[src/rtl/ds18b20_pkg.sv]
// Shared encodings for the DS18B20 measurement sequencer: engine opcodes,
// ROM/function command bytes, the sequencer state set and per-state command lookup.
package ds18b20_pkg;

    localparam logic [1:0] OP_RESET = 2'd0;
    localparam logic [1:0] OP_WRITE = 2'd1;
    localparam logic [1:0] OP_READ  = 2'd2;

    localparam logic [7:0] SKIP_ROM     = 8'hCC;
    localparam logic [7:0] CONVERT_T    = 8'h44;
    localparam logic [7:0] READ_SCRATCH = 8'hBE;

    typedef enum logic [3:0] {
        ST_IDLE,
        ST_RST1,
        ST_SKIP1,
        ST_CONV,
        ST_WAIT,
        ST_RST2,
        ST_SKIP2,
        ST_RDSP,
        ST_RDL,
        ST_RDM,
        ST_DONE
    } state_t;

    // States that issue exactly one engine command and wait for its response.
    function automatic logic is_cmd_state(input state_t s);
        return s inside {ST_RST1, ST_SKIP1, ST_CONV, ST_RST2,
                         ST_SKIP2, ST_RDSP, ST_RDL, ST_RDM};
    endfunction

    function automatic logic [1:0] state_op(input state_t s);
        case (s)
            ST_SKIP1, ST_CONV, ST_SKIP2, ST_RDSP: return OP_WRITE;
            ST_RDL, ST_RDM:                       return OP_READ;
            default:                              return OP_RESET;
        endcase
    endfunction

    function automatic logic [7:0] state_data(input state_t s);
        case (s)
            ST_SKIP1, ST_SKIP2: return SKIP_ROM;
            ST_CONV:            return CONVERT_T;
            ST_RDSP:            return READ_SCRATCH;
            default:            return 8'h00;
        endcase
    endfunction

    // Successor after a command state's response has been consumed.
    function automatic state_t next_state(input state_t s);
        case (s)
            ST_RST1:  return ST_SKIP1;
            ST_SKIP1: return ST_CONV;
            ST_CONV:  return ST_WAIT;
            ST_RST2:  return ST_SKIP2;
            ST_SKIP2: return ST_RDSP;
            ST_RDSP:  return ST_RDL;
            ST_RDL:   return ST_RDM;
            ST_RDM:   return ST_DONE;
            default:  return ST_IDLE;
        endcase
    endfunction

endpackage

[src/rtl/ds18b20_tick.sv]
// Millisecond prescaler: one-cycle tick every TICK_CYCLES clocks; restart holds
// the count at zero so the first tick lands TICK_CYCLES cycles after release.
module ds18b20_tick #(
    parameter int TICK_CYCLES = 50000
) (
    input  logic clk_in,
    input  logic rst,
    input  logic restart,
    output logic tick
);

    localparam int CW = (TICK_CYCLES > 1) ? $clog2(TICK_CYCLES) : 1;
    localparam logic [CW-1:0] LAST = CW'(TICK_CYCLES - 1);

    logic [CW-1:0] cnt_reg;
    logic          tick_reg;

    always_ff @(posedge clk_in) begin
        if (rst || restart) begin
            cnt_reg  <= '0;
            tick_reg <= 1'b0;
        end else if (cnt_reg == LAST) begin
            cnt_reg  <= '0;
            tick_reg <= 1'b1;
        end else begin
            cnt_reg  <= cnt_reg + 1'b1;
            tick_reg <= 1'b0;
        end
    end

    assign tick = tick_reg;

endmodule

[src/rtl/ds18b20_seq.sv]
// DS18B20 measurement sequencer: reset/skip/convert, timed wait, reset/skip/read
// scratchpad, two byte reads; publishes the temperature on demand or periodically.
module ds18b20_seq
    import ds18b20_pkg::*;
#(
    parameter int TICK_CYCLES  = 50000,
    parameter int CONV_TICKS   = 750,
    parameter int PERIOD_TICKS = 1000
) (
    input  logic        clk_in,
    input  logic        rst,
    input  logic        start,
    input  logic        auto_en,
    output logic        cmd_valid,
    output logic [1:0]  cmd_op,
    output logic [7:0]  cmd_data,
    input  logic        cmd_ready,
    input  logic        rsp_valid,
    input  logic [7:0]  rsp_data,
    input  logic        rsp_presence,
    output logic        busy,
    output logic [15:0] temp_raw,
    output logic [7:0]  temp_c,
    output logic        temp_valid,
    output logic        err_no_presence
);

    localparam int WAIT_W = (CONV_TICKS > 1) ? $clog2(CONV_TICKS) : 1;
    localparam int PRD_W  = (PERIOD_TICKS > 1) ? $clog2(PERIOD_TICKS) : 1;
    localparam logic [WAIT_W-1:0] CONV_LAST   = WAIT_W'(CONV_TICKS - 1);
    localparam logic [PRD_W-1:0]  PERIOD_LAST = PRD_W'(PERIOD_TICKS - 1);

    state_t            state_reg;
    logic [WAIT_W-1:0] wait_cnt_reg;
    logic [PRD_W-1:0]  prd_cnt_reg;
    logic              pending_reg;
    logic [7:0]        lsb_reg;
    logic              cmd_valid_reg;
    logic [1:0]        cmd_op_reg;
    logic [7:0]        cmd_data_reg;
    logic              busy_reg;
    logic [15:0]       temp_raw_reg;
    logic [7:0]        temp_c_reg;
    logic              temp_valid_reg;
    logic              err_reg;

    logic   wait_tick;
    logic   prd_tick;
    logic   wait_restart;
    logic   prd_restart;
    logic   period_hit;
    logic   go;
    logic   rsp_take;
    logic   presence_fail;
    logic   wait_done;
    state_t adv_state;

    // The wait prescaler is held in restart outside WAIT, so it restarts on entry.
    assign wait_restart = (state_reg != ST_WAIT);
    assign prd_restart  = !auto_en;

    ds18b20_tick #(.TICK_CYCLES(TICK_CYCLES)) wait_timer (
        .clk_in  (clk_in),
        .rst     (rst),
        .restart (wait_restart),
        .tick    (wait_tick)
    );

    ds18b20_tick #(.TICK_CYCLES(TICK_CYCLES)) period_timer (
        .clk_in  (clk_in),
        .rst     (rst),
        .restart (prd_restart),
        .tick    (prd_tick)
    );

    always_ff @(posedge clk_in) begin
        if (rst || !auto_en) begin
            prd_cnt_reg <= '0;
        end else if (prd_tick) begin
            prd_cnt_reg <= (prd_cnt_reg == PERIOD_LAST) ? '0 : prd_cnt_reg + 1'b1;
        end
    end

    assign period_hit    = auto_en && prd_tick && (prd_cnt_reg == PERIOD_LAST);
    assign go            = (state_reg == ST_IDLE) && (start || pending_reg);
    // A response only counts once the command has been accepted.
    assign rsp_take      = is_cmd_state(state_reg) && !cmd_valid_reg && rsp_valid;
    assign presence_fail = rsp_take && (state_op(state_reg) == OP_RESET) && !rsp_presence;
    assign wait_done     = (state_reg == ST_WAIT) && wait_tick && (wait_cnt_reg == CONV_LAST);
    assign adv_state     = next_state(state_reg);

    always_ff @(posedge clk_in) begin
        if (rst) begin
            state_reg      <= ST_IDLE;
            wait_cnt_reg   <= '0;
            pending_reg    <= 1'b0;
            lsb_reg        <= 8'h00;
            cmd_valid_reg  <= 1'b0;
            cmd_op_reg     <= OP_RESET;
            cmd_data_reg   <= 8'h00;
            busy_reg       <= 1'b0;
            temp_raw_reg   <= 16'h0000;
            temp_c_reg     <= 8'h00;
            temp_valid_reg <= 1'b0;
            err_reg        <= 1'b0;
        end else begin
            temp_valid_reg <= 1'b0;

            // Departure wins over a simultaneous period hit: one sequence only.
            if (go) begin
                pending_reg <= 1'b0;
            end else if (period_hit) begin
                pending_reg <= 1'b1;
            end

            if (state_reg == ST_WAIT) begin
                if (wait_tick) begin
                    wait_cnt_reg <= wait_cnt_reg + 1'b1;
                end
            end else begin
                wait_cnt_reg <= '0;
            end

            case (state_reg)
                ST_IDLE: begin
                    if (go) begin
                        state_reg     <= ST_RST1;
                        busy_reg      <= 1'b1;
                        cmd_valid_reg <= 1'b1;
                        cmd_op_reg    <= state_op(ST_RST1);
                        cmd_data_reg  <= state_data(ST_RST1);
                    end
                end
                ST_WAIT: begin
                    if (wait_done) begin
                        state_reg     <= ST_RST2;
                        cmd_valid_reg <= 1'b1;
                        cmd_op_reg    <= state_op(ST_RST2);
                        cmd_data_reg  <= state_data(ST_RST2);
                    end
                end
                ST_DONE: begin
                    state_reg <= ST_IDLE;
                    busy_reg  <= 1'b0;
                end
                default: begin
                    if (cmd_valid_reg && cmd_ready) begin
                        cmd_valid_reg <= 1'b0;
                    end
                    if (presence_fail) begin
                        err_reg   <= 1'b1;
                        state_reg <= ST_IDLE;
                        busy_reg  <= 1'b0;
                    end else if (rsp_take) begin
                        if (state_op(state_reg) == OP_RESET) begin
                            err_reg <= 1'b0;
                        end
                        if (state_reg == ST_RDL) begin
                            lsb_reg <= rsp_data;
                        end
                        // MSB arrives last; the published value is valid during DONE.
                        if (state_reg == ST_RDM) begin
                            temp_raw_reg   <= {rsp_data, lsb_reg};
                            temp_c_reg     <= {rsp_data[3:0], lsb_reg[7:4]};
                            temp_valid_reg <= 1'b1;
                        end
                        state_reg <= adv_state;
                        if (is_cmd_state(adv_state)) begin
                            cmd_valid_reg <= 1'b1;
                            cmd_op_reg    <= state_op(adv_state);
                            cmd_data_reg  <= state_data(adv_state);
                        end
                    end
                end
            endcase
        end
    end

    assign cmd_valid       = cmd_valid_reg;
    assign cmd_op          = cmd_op_reg;
    assign cmd_data        = cmd_data_reg;
    assign busy            = busy_reg;
    assign temp_raw        = temp_raw_reg;
    assign temp_c          = temp_c_reg;
    assign temp_valid      = temp_valid_reg;
    assign err_no_presence = err_reg;

endmodule

[config.mk]
export PLATFORM = sky130hd
export DESIGN_NAME = ds18b20_seq
export DESIGN_NICKNAME = d
export VERILOG_FILES = /design/src/rtl/ds18b20_pkg.sv /design/src/rtl/ds18b20_tick.sv /design/src/rtl/ds18b20_seq.sv
export SDC_FILE = /design/constraint.sdc
export NUM_CORES = 1
export LEC_CHECK = 0
export CORE_UTILIZATION = 40
export CTS_CLUSTER_SIZE = 25
export DETAILED_ROUTE_END_ITERATION = 12
export GPL_TIMING_DRIVEN = 1
export SLEW_MARGIN = 10
export SYNTH_ARGS = -nofsm -noshare
export SYNTH_HDL_FRONTEND = slang
export SYNTH_SLANG_ARGS = --single-unit
[constraint.sdc]
create_clock -name clk_in -period 6 [get_ports clk_in]
set_input_delay 0.6 -clock clk_in [delete_from_list [all_inputs] [get_ports clk_in]]
set_output_delay 0.6 -clock clk_in [all_outputs]
set_load 0.1 [all_outputs]
* Word level (Yosys, flattened, before mapping)
Memory sizes are Yosys's and may differ from the RTL's. A register that Yosys moved wholly into a read port is not among the register bits.
Index checks and enable logic that the tools add are counted.
** Operators by class
- $add $sub $neg :: 4
- Equality and inequality tests :: 26
- Mux-type cells :: 42
- Bitwise operators :: 5
- Reduce and logical (&&, ||, !) cells :: 45
** Operators by type and width (number)
- $pmux W8 S3 :: 2
- $mux W8 :: 5
- $add A16 B1 Y16 const B :: 2
- $eq A16 B16 Y1 const B :: 2
- $eq A4 B3 Y1 const B :: 7
- $mux W4 :: 6
- $add A10 B1 Y10 const B :: 2
- $eq A10 B10 Y1 const B :: 2
- $eq A4 B4 Y1 const B :: 5
- $mux W2 :: 9
- $eq A4 B2 Y1 const B :: 4
- $reduce_bool A8 Y1 :: 2
- $reduce_or A2 Y1 :: 7
- $mux W1 :: 13
- $pmux W4 S3 :: 1
- $reduce_and A3 Y1 :: 4
- $logic_and A1 B1 Y1 :: 10
- $mux W10 :: 1
- $reduce_bool A3 Y1 :: 3
- $eq A4 B1 Y1 const B :: 2
- $pmux W2 S2 :: 2
- $reduce_and A4 Y1 :: 2
- $reduce_or A4 Y1 :: 2
- $pmux W1 S3 :: 2
- 14 further kinds :: 25
** Storage, ports and cells
- Bits in registers :: 105
- ROM bits :: 64
- Input port bits :: 15
- Output and inout port bits :: 38
- Logic and storage cells :: 140
- Memories kept :: 1
** Memory list
- (no name shown) :: depth 16, width 4, read ports 1, clocked after memory_dff 1, wr ports 0, RTL line ds18b20_pkg.sv:52 : case (s)

* Longest topological paths before layout
- Depth after elaboration :: 13
- Depth in mapped cells :: 11
- Mapped depth without buffers :: 11

* Hierarchy
Synthesis repeated with hierarchy kept, for this count alone.
** Unflattened totals
- Cell total of the unflattened synthesis :: 476
- Area total of the unflattened synthesis :: 4509.3 µm²
** By module, submodules not included
- ds18b20_seq :: times used 1, cells each 310, area an instance 2907.8 µm², seq. area each 1261.2 µm²
- ds18b20_tick at wait_timer :: times used 1, cells each 85, area an instance 820.8 µm², seq. area each 340.3 µm²
- ds18b20_tick at period_timer :: times used 1, cells each 81, area an instance 780.7 µm², seq. area each 340.3 µm²

* Worst setup path before layout
OpenSTA, ideal clock, no wires.
- Path kind :: register to register
- Start point :: reg cmd_valid_reg, in the netlist cmd_valid
- End point :: reg, netlist name adv_state[0]
- Setup time :: 0.114 ns
- Arrival :: 2.401 ns
- Required time :: 5.886 ns
- Path slack :: 3.485 ns
- Cell stages (with the launch flop) :: 10
- Buffers on the path :: 0
- Period minus slack after synthesis :: 2.515 ns
- Cells stage by stage :: dfxtp_1 -> nor2b_1 -> a211o_1 -> o21ai_2 -> mux2i_1 -> inv_1 -> ha_1 -> inv_1 -> nor3_1 -> a21o_1
** Between the ends
- Word-level cells in the longest chain between the ends :: 9
- Elaborated cells on any way between the ends :: 11
- Those cells by class :: 4 x mux; 7 x reduce/logical
** RTL lines
- start: declaration :: RTL line ds18b20_seq.sv:38 : logic cmd_valid_reg;
- start signal: assignment :: RTL line ds18b20_seq.sv:98 : cmd_valid_reg <= 1'b0;
- start signal: assignment :: RTL line ds18b20_seq.sv:129 : cmd_valid_reg <= 1'b1;
- start signal: assignment :: RTL line ds18b20_seq.sv:137 : cmd_valid_reg <= 1'b1;
- $logic_not A1 Y1 (*) :: RTL line ds18b20_seq.sv:87 : assign rsp_take = is_cmd_state(state_reg) && !cmd_valid_reg && rsp_valid;
- $logic_and A1 B1 Y1 (*) (2 in series) :: RTL line ds18b20_seq.sv:87
- $logic_and A1 B1 Y1 (2 in series) :: RTL line ds18b20_seq.sv:88 : assign presence_fail = rsp_take && (state_op(state_reg) == OP_RESET) && !rsp_presence;
- $mux W4 or $reduce_bool A5 Y1 (tied branches)
- $pmux W4 S3 or $reduce_and A3 Y1 (tied branches)
- $mux W4 (no source line) (*) (2 in series)
Mark *: on every way between the ends. The rest lies on a longest branch, timed or not.
A chain may end at the register's enable or synchronous reset.

* Final worst setup path
- Start point :: in rsp_valid
- End point :: reg, netlist name adv_state[1]
** Between the ends
- Word-level cells in the longest chain between the ends :: 7
- Elaborated cells on any way between the ends :: 9
- Those cells by class :: 4 x mux; 5 x reduce/logical
** RTL lines
- start: declaration :: RTL line ds18b20_seq.sv:18 : input logic rsp_valid,
- $logic_and A1 B1 Y1 (*) :: RTL line ds18b20_seq.sv:87
- $logic_and A1 B1 Y1 (2 in series) :: RTL line ds18b20_seq.sv:88
- $mux W4 or $reduce_bool A5 Y1 (tied branches)
- $pmux W4 S3 or $reduce_and A3 Y1 (tied branches)
- $mux W4 (no source line) (*) (2 in series)
Marked as above.

==> impl_metrics.ini <==
[place]
dp_hpwl_mm = 5.27
dp_slack_ps = 3160
finalWeightedCongestion = 0.791
portBuffers = 51
place_inst = 625
placed_cell_area_um2 = 4740

[logic_synthesis]
synth-edff-count = 0
muxShareOfSynthArea = 0.0664
synth_compound_area_frac = 0.0563
yosys_warnings = 0
synth_cells = 465
netlist_area_um2 = 4220
ys_seq_elements = 97
synth-seq-area-share = 0.460
synth_top_family_by_area = simple AND/OR/NAND/NOR gates
ys_types = 55
avgSynthCellArea_um2 = 9.08
ys_dominant_reg_cell = dfxtp_1
synthArstFlopShare = 0
synth_nets = 489
yosys.area_share.simple = 0.249
synthXorXnorAreaFrac = 0.0934
synthAdderAreaFrac = 0.0267

[setup_path]
crit_buf_inv = 2
path_max_fanout = 5
crit_required_ps = 6270
reg2reg_slack_ps = 3710
cp-endpoint = adv_state[1]
r2r-start = state_reg[2]
startpoint = rsp_valid
cp-end-kind = register
path_delay_family = simple AND/OR/NAND/NOR gates
crit_cells = 10
cp-start-kind = primary input
path_class = in2reg
reg2reg_depth = 9
cp_slowest_cell = clkdlybuf4s50_1
crit_chain = clkdlybuf4s50_1 > nor2b_1 > a211o_1 > o21ai_2 > mux2i_1 > nor2_1 > ha_1 > inv_1 > or3_1 > o21ai_1
reg2reg_to = adv_state[0]
cp_slowest_stage_delay_ps = 490
arrival_ps = 2770

[sta]
finalHoldViolations = 0
finalSetupViolCount = 0
timing.final.ws_setup_ps = 3500
rsz0062_at_grt = no
slew_violations = 0
period_share = 0.417
whs_ps = 463
setup_tns_ps = 0
clock.fmax_ghz = 0.400
period_minus_slack_ps = 2500
finalClockSkew_ps = 11.1
worstMarginPinSlew_ps = 1080
max_slew_margin = 0.275

[die]
io_pins = 53
fp.dieW_um = 105
start_util = 0.411
rows = 37
die_y_um = 105
die_area_um2 = 11000
coreArea_um2 = 10300

[power]
p_sw_frac = 0.279
p_sw_mw = 0.338
p_clk_frac = 0.304
total_power_mw = 1.21
seqPwrFrac = 0.554
vdd_ir_drop_max_mv = 0.135
power_density_nw_per_um2 = 247
leakagePower_nw = 1.80
power.internal_mw = 0.872
pwr-share-comb = 0.141

[flow_run]
max-cap-violations = 0

[cts]
tritoncts = done
insertion_delay_ps = 350
htree_levels = 3
cts-root-buf = clkbuf_8
post_cts_buffers = 0
clockBufferDepth = 2
cts.sinks = 97
ctsHoldBuffers = 0
numCtsBuffers = 9
ctsResizeCount = 0
path_clk_slew_ps = 80

[global_routing]
antenna_found_initial = 0
grt_util_met2 = 0.237
grt-ovfl-total = 0
grt_pass1_wl_mm = 13.2
grt_max_degree = 47
grt_pass1_vias = 2954
use_met1 = 0.186
grt-busiest-layer = met2
track_usage = 0.147
use_met3 = 0.0418

[route]
drt_wl_total_mm = 7.62
drc_errors = 0
ant_nets = 0
drt-pass1-iter-count = 4
drt_iter0_markers = 103
routedWlPerCell_um = 11.9
routed_via_density = 4.85
vias = 3105

[outcome]
status = finished clean

[cells_and_area]
layout-drive-gt1-share = 0.0437
antenna_cells = 0
layout.cells.non_filler = 640
post-route-cell-area_um2 = 4910
postLayoutCoreUtil = 0.477
nets = 524
syn_to_final_growth_pct = 16.2

[min_path]
hp-class = reg2reg
## routing by layer
metal | vias up | wire [um]
li1 | 1632 | -
met1 | 1425 | 3660
met2 | 42 | 3580
met3 | 6 | 281
met4 | 0 | 95
met5 | - | 0
## tightest hold or removal path: stages, from the launching register on
cell and delay [ps]:
dfxtp_1 320, nand2_1 50, a21oi_1 50
## logic make-up (layout without fill, tap and decap cells)
family / Yosys count / count (layout)
AOI/OAI and AO/OA: 39 / 39
buffers and inverters: 37 / 76
DFF: 97 / 97
other: 1 / 1
xor gates and xnor gates: 45 / 45
muxes: 28 / 28
and+or+nand+nor: 209 / 209
adders and majority gates: 9 / 9
## final cells by class
| class | instances | area, um2 |
|---|---|---|
| Timing Repair Buffer | 52 | 518 |
| Clock buffer | 13 | 149 |
| Multi-Input combinational cell | 331 | 2080 |
| Fill cell | 1019 | 5370 |
| Inverter | 9 | 33.8 |
| Clock inverter | 2 | 15.0 |
| Sequential cell | 97 | 1940 |
| Tap cell | 136 | 170 |
## power groups by stage
| stage | Combinational, mW | Sequential, mW | Clock [mW] |
|---|---|---|---|
| floorplan | 0.0924 | 0.727 | 0 |
| global placement | 0.170 | 0.686 | 0 |
| detailed placement | 0.170 | 0.686 | 0 |
| CTS | 0.171 | 0.671 | 0.387 |
| global route | 0.186 | 0.674 | 0.410 |
| finish | 0.171 | 0.671 | 0.368 |
## worst min-delay path by stage
stage	startpoint	end	slack, ps	depth (start not counted)
after floorplan	wait_timer.cnt_reg[0]	wait_timer.cnt_reg[0]	420	1
after global placement	wait_timer.cnt_reg[0]	wait_timer.cnt_reg[0]	430	1
after detailed placement	wait_timer.cnt_reg[0]	wait_timer.cnt_reg[0]	450	1
after CTS	wait_timer.cnt_reg[0]	wait_timer.cnt_reg[0]	470	1
after global routing	wait_timer.cnt_reg[0]	wait_timer.cnt_reg[0]	500	1
final	err_no_presence	err_no_presence	460	2
## cells in the final DEF (no fill, tap or decap), drive strengths merged, types with 3 or more instances in the layout
cell           instances
dfxtp                 97
nor2                  94
clkdlybuf4s50         51
mux2i                 28
nand2                 26
xor2                  23
xnor2                 22
nand3                 19
nor3                  15
clkbuf                13
a21oi                 12
o21ai                 12
nand4                 10
ha                     9
inv                    9
or3                    6
nand2b                 6
nor4                   4
nor2b                  3
a31oi                  3
nor4b                  3
and4                   3
or2                    3
## synth_stat cells (all sizes together), types with 3 or more instances
cell type,count,share of area
a21oi,12,0.014
a31oi,3,0.0044
and4,3,0.0062
buf,20,0.033
clkbuf,8,0.0071
dfxtp,97,0.46
ha,9,0.027
inv,9,0.0080
mux2i,28,0.066
nand2,26,0.024
nand2b,6,0.0089
nand3,19,0.024
nand4,10,0.015
nor2,94,0.084
nor2b,3,0.0044
nor3,15,0.019
nor4,4,0.0095
nor4b,3,0.0062
o21ai,12,0.015
or2,3,0.0044
or3,6,0.0089
xnor2,22,0.046
xor2,23,0.048
Power figures use the tool's default switching activity.
